File: src/rtl/decode_event_fifo_pkg.sv
// Shared definitions for the decoder2 event path: code width, code constants, event packing.
// Events are packed as {code, stamp}; the stamp width is chosen per instance.
package decode_event_fifo_pkg;

  localparam int CODE_W = 2;

  typedef logic [CODE_W-1:0] code_t;

  localparam code_t CODE_00 = 2'b00;
  localparam code_t CODE_01 = 2'b01;
  localparam code_t CODE_10 = 2'b10;
  localparam code_t CODE_11 = 2'b11;

  function automatic int evt_w(input int ts_w);
    return CODE_W + ts_w;
  endfunction

endpackage

File: src/rtl/decode_event_fifo_sync_fifo.sv
// Generic show-ahead synchronous FIFO: dout reflects the head whenever empty=0, one-cycle write-to-read.
// A push when full is accepted only if a pop happens in the same cycle; a pop when empty is ignored.
module sync_fifo #(
  parameter int WIDTH = 10,
  parameter int DEPTH = 4
) (
  input  logic                   clk,
  input  logic                   rst,
  input  logic                   push,
  input  logic [WIDTH-1:0]       din,
  input  logic                   pop,
  output logic [WIDTH-1:0]       dout,
  output logic [$clog2(DEPTH):0] level,
  output logic                   full,
  output logic                   empty
);

  localparam int AW = $clog2(DEPTH);
  localparam logic [AW:0] DEPTH_C = (AW+1)'(DEPTH);

  logic [WIDTH-1:0] mem_q [DEPTH];
  logic [AW-1:0]    wr_q;
  logic [AW-1:0]    rd_q;
  logic [AW:0]      level_q;
  logic [AW:0]      level_d;
  logic             do_push;
  logic             do_pop;

  assign full  = (level_q == DEPTH_C);
  assign empty = (level_q == '0);
  assign level = level_q;
  assign dout  = mem_q[rd_q];

  always_comb begin
    do_pop  = pop & ~empty;
    // A full FIFO still takes a write when the head leaves in the same cycle.
    do_push = push & (~full | do_pop);
    level_d = level_q;
    if (do_push & ~do_pop) begin
      level_d = level_q + (AW+1)'(1);
    end else if (~do_push & do_pop) begin
      level_d = level_q - (AW+1)'(1);
    end
  end

  always_ff @(posedge clk or posedge rst) begin
    if (rst) begin
      wr_q    <= '0;
      rd_q    <= '0;
      level_q <= '0;
      for (int i = 0; i < DEPTH; i++) begin
        mem_q[i] <= '0;
      end
    end else begin
      if (do_push) begin
        mem_q[wr_q] <= din;
        wr_q        <= wr_q + AW'(1);
      end
      if (do_pop) begin
        rd_q <= rd_q + AW'(1);
      end
      level_q <= level_d;
    end
  end

endmodule

File: src/rtl/decode_event_fifo.sv
// Glitch-filters the decoder2 code, timestamps each accepted change and queues it; push lands STABLE-1
// cycles after a change is first sampled, visible one cycle later. Full FIFO without a pop drops and sets overflow.
module decode_event_fifo
  import decode_event_fifo_pkg::*;
#(
  parameter int STABLE = 4,
  parameter int DEPTH  = 4,
  parameter int TS_W   = 8
) (
  input  logic                   clk,
  input  logic                   rst,
  input  logic [CODE_W-1:0]      code_in,
  output logic [CODE_W-1:0]      out_code,
  output logic [TS_W-1:0]        out_stamp,
  output logic                   out_valid,
  input  logic                   out_ready,
  output logic [$clog2(DEPTH):0] level,
  output logic                   overflow,
  input  logic                   clear_ovf
);

  localparam int EVT_W = evt_w(TS_W);
  localparam int CNT_W = $clog2(STABLE + 1);
  localparam logic [CNT_W:0] STB = (CNT_W+1)'(STABLE);

  logic [TS_W-1:0]   ts_q;
  code_t             cand_q;
  code_t             cand_d;
  code_t             acc_q;
  code_t             acc_d;
  logic [CNT_W-1:0]  cnt_q;
  logic [CNT_W-1:0]  cnt_d;
  logic              ovf_q;
  logic              ovf_d;
  logic [CNT_W:0]    run;
  logic              evt;
  logic              pop;
  logic              full;
  logic              empty;
  logic [EVT_W-1:0]  dout;

  assign out_valid = ~empty;
  assign out_code  = dout[EVT_W-1:TS_W];
  assign out_stamp = dout[TS_W-1:0];
  assign overflow  = ovf_q;

  always_comb begin
    // run is the count of identical samples including this cycle's.
    run    = (code_in == cand_q) ? ({1'b0, cnt_q} + (CNT_W+1)'(1)) : (CNT_W+1)'(1);
    cand_d = code_in;
    cnt_d  = (run >= STB) ? STB[CNT_W-1:0] : run[CNT_W-1:0];
    evt    = (run >= STB) && (code_in != acc_q);
    acc_d  = evt ? code_in : acc_q;
    pop    = out_valid & out_ready;
    if (evt & full & ~pop) begin
      ovf_d = 1'b1;
    end else if (clear_ovf) begin
      ovf_d = 1'b0;
    end else begin
      ovf_d = ovf_q;
    end
  end

  always_ff @(posedge clk or posedge rst) begin
    if (rst) begin
      ts_q   <= '0;
      cand_q <= CODE_00;
      acc_q  <= CODE_00;
      cnt_q  <= '0;
      ovf_q  <= 1'b0;
    end else begin
      ts_q   <= ts_q + TS_W'(1);
      cand_q <= cand_d;
      acc_q  <= acc_d;
      cnt_q  <= cnt_d;
      ovf_q  <= ovf_d;
    end
  end

  sync_fifo #(
    .WIDTH (EVT_W),
    .DEPTH (DEPTH)
  ) u_fifo (
    .clk   (clk),
    .rst   (rst),
    .push  (evt),
    .din   ({code_in, ts_q}),
    .pop   (pop),
    .dout  (dout),
    .level (level),
    .full  (full),
    .empty (empty)
  );

endmodule

File: config.mk
export PLATFORM = sky130hd
export DESIGN_NAME = decode_event_fifo
export DESIGN_NICKNAME = d
export VERILOG_FILES = /design/src/rtl/decode_event_fifo_pkg.sv /design/src/rtl/decode_event_fifo_sync_fifo.sv /design/src/rtl/decode_event_fifo.sv
export SDC_FILE = /design/constraint.sdc
export NUM_CORES = 1
export LEC_CHECK = 0
export BUFFER_PORTS_ARGS = -buffer_cell sky130_fd_sc_hd__buf_2
export CAP_MARGIN = 5
export CORE_MARGIN = 2
export CORE_UTILIZATION = 51
export DETAILED_ROUTE_END_ITERATION = 12
export PLACE_DENSITY = 0.73
export SYNTH_ARGS = -nofsm -noshare
export SYNTH_HDL_FRONTEND = slang
export SYNTH_SLANG_ARGS = --single-unit
File: constraint.sdc
create_clock -name clk -period 8.3 [get_ports clk]
set_input_delay 0.415 -clock clk [delete_from_list [all_inputs] [get_ports clk]]
set_output_delay 0.415 -clock clk [all_outputs]
set_load 0.01 [all_outputs]
# Word level (Yosys, flattened, before mapping)
# Index checks and enable logic that the tools add are counted.
# totals
register_bits	63
input_bits	6
# op_classes
addsub	6
magnitude_cmp	4
n_eq_ne	3
muxes	12
bitwise_logic	15
n_reduce_logical	5
# ops
operator	n
$bwmux 40	1
$mux 10	3
$bmux 10 s2	1
$demux 10 s2	1
$mux 3	3
$add 8x1->8 const B	1
$and 1x1->1	7
$ge 3x3->1 const B	2
$not 2->3	2
$not 1->1	5
$add 2x1->2 const B	2
$add 3x1->4 const B	1
$ge 4x3->1 const B	1
$mux 4	1
$reduce_bool 2->1	2
$add 3x1->3 const B	1
$eq 3x3->1 const B	1
$logic_not 3->1	1
$lt 3x1->1 const B	1
$sub 3x1->3 const B	1
$eq 2x2->1	1
$logic_and 1x1->1	2
$mux 1	2
$ne 2x2->1	1
$or 1x1->1	1

# Logic depth before layout (Yosys ltp)
# depth
ltp_word	10
depth_mapped	11
ltp_nobuf	10

# Cells and area by module
# A second synthesis with hierarchy kept.
# hier_totals
cells_unflattened	185
area_unflattened_um2	2834.0
# by_module_without_submodules
module	n_inst	cells_per_inst	area_per_inst_um2	seq_area_each_um2
sync_fifo	1	132	2134.5	1176.1
decode_event_fifo	1	53	699.4	400.4

# Worst setup path after synthesis
# No wires, ideal clock.
# synth_timing
kind	reg-to-reg
startpoint	reg cnt_q[0]
endpoint	reg u_fifo.level_q[2] (netlist: u_fifo.level[2])
setup_time_ns	0.079
arrival_ns	2.544
path_slack_ns	5.677
stages_incl_launch_ff	12
path_buffers	1
synth_period_minus_slack_ns	2.623
cell_sequence	dfrtp_1 -> ha_1 -> and2_1 -> a2111o_1 -> buf_6 -> nor3b_2 -> ha_1 -> inv_1 -> fa_1 -> xor2_1 -> nor2_1 -> xor2_1
# synth_between
elab_chain_len	8
word_cells_on_any_way	10
classes_between	1 x add/sub; 1 x order compare; 2 x mux; 4 x bitwise; 2 x reduce/logical
# synth_lines
element	line_no	rtl
from (decl)	decode_event_fifo.sv:31	logic [CNT_W-1:0] cnt_q;
from (signal assigned)	decode_event_fifo.sv:75	cnt_q <= cnt_d;
$add 3x1->4 *	decode_event_fifo.sv:49	run = (code_in == cand_q) ? ({1'b0, cnt_q} + (CNT_W+1)'(1)) : (CNT_W+1)'(1);
$mux 4 *	decode_event_fifo.sv:49	
$ge 4x3->1 *	decode_event_fifo.sv:52	evt = (run >= STB) && (code_in != acc_q);
$logic_and 1x1->1 *	decode_event_fifo.sv:52	
$and 1x1->1 *	decode_event_fifo_sync_fifo.sv:37	do_push = push & (~full | do_pop);
net u_fifo.do_push	decode_event_fifo_sync_fifo.sv:26	logic do_push;
$not 1->1	decode_event_fifo_sync_fifo.sv:41	end else if (~do_push & do_pop) begin
$and 1x1->1	decode_event_fifo_sync_fifo.sv:41	
$reduce_bool 2->1 (no line)	n/a	
to (signal assigned)	decode_event_fifo_sync_fifo.sv:62	level_q <= level_d;
to (decl)	decode_event_fifo_sync_fifo.sv:24	logic [AW:0] level_q;
# The timed path passes the listed nets; every way through them passes the cells marked *.
# A chain may end at the register's enable or synchronous reset.

# Final worst setup path
# Same ends and word-level chain as after synthesis.

==> results.yml <==
logic_synthesis:
  syn_area_um2: 2810
  synth.area.top_cells: "dfrtp_1 (56%), mux2_2 (18%), mux4_2 (8.0%), ha_1 (3.1%), xnor2_1 (2.5%)"
  ys_warn_count: 0
  synth-simple-area-share_pct: 6.68
  synth.distinct_cells: 25
  synth_seq_cells: 63
  avgSynthCellArea_um2: 15.3
  syn_inst: 184
  synthArstFlopShare_pct: 100
  synth_fa_ha_area_share_pct: 3.83
  synth.area.mux_share_pct: 25.6
  netlist.area_leader.share_pct: 56.1
  synth_compound_area_share_pct: 1.07
  synth_top_area_cell: "dfrtp_1"
  syn_nets: 198
  seq_area_frac_synth_pct: 56.1
  synthXorXnorAreaFrac_pct: 4.98
  synth_ff_type: "dfrtp_1"
  synth_edf_count: 0
  synth_top_family_by_area: "multiplexers"
cts:
  clk_pin_slew_ps: 70
  tritoncts: "yes"
  clock_path_buffers: 2
  hold_buffers: 0
  cts.sinks: 63
  cts_buffers: 9
  cts_setup_buffers: 0
  ctsResizeCount: 0
  clk_latency_ps: 330
  cts-root-buf: "clkbuf_8"
  h-tree-depth: 3
power:
  leakage_uw: 0.00150
  p_sw_share_pct: 30.9
  p_int_uw: 660
  p_seq_share_pct: 49.6
  p_per_area_nw_per_um2: 304
  combPwrFrac_pct: 28.0
  p_switching_uw: 295
  ir_worst_vdd_mv: 0.216
  clockPowerShare_pct: 22.3
timing:
  max_freq_ghz: 0.342
  worst_slew_pin_slew_ps: 920
  setup_ws_ps: 5370
  rsz0062_at_grt: "false"
  whs_ps: 274
  tns_ps: 0
  min_period_over_period_pct: 35.3
  setup_viol: 0
  max_slew_margin_pct: 38.5
  hold_violations: 0
  min_period_ps: 2930
  timing_max_transition_violations_final: 0
  skew_ps: 8.32
global_route:
  grt_max_degree: 64
  grt_pass1_vias: 1680
  antenna_found_initial: 0
  grt_pass1_wl_um: 8220
  overflow: 0
  grt.total_usage_pct: 18.2
placement:
  place_ws_ps: 5350
  dpl_cell_area_um2: 2990
  place_congestion: 0.725
  dp_hpwl_um: 3150
  portBuffers: 20
routing:
  via_count: 1525
  dr.pass1.iters: 4
  routedWlPerCell_um: 16.9
  viasPerCell: 5.33
  wirelength_um: 4830
  drc: 0
  ant_nets: 0
  initialDrtViolationCount: 65
setup_path:
  crit_start: "cnt_q[0]"
  r2r_start: "cnt_q[0]"
  worstPathArrival_ps: 3180
  critPathRequiredTime_ps: 8550
  endpoint_kind: "register"
  crit_type: "reg2reg"
  critPathMaxFanout: 9
  start_kind: "register"
layout:
  drive_gt1_share_pct: 44.4
  area_growth_pct: 11.6
  layout_commonest_cell: "dfrtp_1"
  num-nets-final: 226
  antennaDiodeCount: 0
  layout_common_cells: "dfrtp_1 (63), mux2_2 (44), buf_2 (20), mux4_2 (10), clkbuf_8 (10)"
  fin_util_pct: 58.1
  n_fill_cell: 415
  design_area_um2: 3140
floorplanning:
  dieWidth_um: 78.2
  die_h_um: 78.2
  die_area_um2: 6120
  coreArea_um2: 5410
  io_pins: 21
  start_util_pct: 52.0
  num_rows: 27
min_path:
  worstHoldStart: "clear_ovf"
  hold_class: "in2reg"
outcome:
  status: "finished, final reports clean"
run:
  drv_cap: 0
[final cells by class]
| type | count | area [µm²] | share of cell area, % |
|---|---|---|---|
| Clock buffer | 11 | 141 | 4.51 |
| Clock inverter | 2 | 10.0 | 0.319 |
| Inverter | 7 | 26.3 | 0.837 |
| Multi-Input combinational cell | 110 | 1190 | 37.8 |
| Sequential cell | 63 | 1580 | 50.2 |
| Tap cell | 72 | 90.1 | 2.87 |
| Timing Repair Buffer | 21 | 108 | 3.43 |
[path summary, 6_finish.rpt]
check | slack (ps) | end | cells after the start
max reg2reg | 5370 | u_fifo.level[2] | 10
min reg2reg | 500 | u_fifo.mem_q[18] | 1
max | 5370 | u_fifo.level[2] | 10
min in group asynchronous | 310 | u_fifo.mem_q[38] | 3
min | 270 | overflow | 2
max in group asynchronous | 7490 | u_fifo.mem_q[19] | 3
[per-layer routing]
layer / GRT usage [%] / vias up / part of all wire [%]
met5: 0 / - / 0
met4: 11.4 / 0 / 2.4
met3: 3.56 / 9 / 3.1
met2: 29.6 / 22 / 50
met1: 22.4 / 787 / 45
li1: - / 707 / -
[cells in the mapped netlist (2+ instances only)]
library cell	count
xor2_1	8
nand3_1	4
clkbuf_1	2
nor2_1	5
mux4_2	10
mux2_2	44
xnor2_1	8
ha_1	7
nand2_1	8
and3_1	2
nor3_4	4
inv_1	7
dfrtp_1	63
[worst max-delay path, cell delays in order (launching register included)]
cell      delay, ps
dfrtp_1         400
ha_1            220
and2_1          180
a2111o_1        640
nor3b_2         340
ha_1            240
inv_1            60
fa_1            370
xor2_1          150
nor2_1          110
xor2_1          150
[power groups by stage]
stage / Combinational (µW) / Sequential (µW) / Clock (µW)
global placement: 260 / 470 / 0
global route: 293 / 489 / 232
finish: 268 / 474 / 213
CTS: 272 / 475 / 218
detailed placement: 271 / 480 / 0
floorplan: 227 / 440 / 0
[state kept, by name (all words and copies together) (netlist names)]
signal / cells
overflow: 1
cnt_q: 3
acc_q: 2
u_fifo.mem_q: 40
ts_q: 8
u_fifo.wr_q: 2
u_fifo.rd_q: 2
cand_q: 2
u_fifo.level: 3
[cell families after synthesis]
logic type,count (synthesis)
XOR/XNOR,16
AND/OR/NAND/NOR,28
adder cells (fa/ha/maj),8
flip-flops,63
multiplexers,54
AO/OA/AOI/OAI,4
buffers and inverters,11
[stage by stage]
step                      power (µW)  std cells
after floorplan                  667        184
after global placement           730        273
after detailed placement         751        273
after CTS                        965        286
after global routing            1010        286
final                            955        286
(Power assumes the default switching activity.)
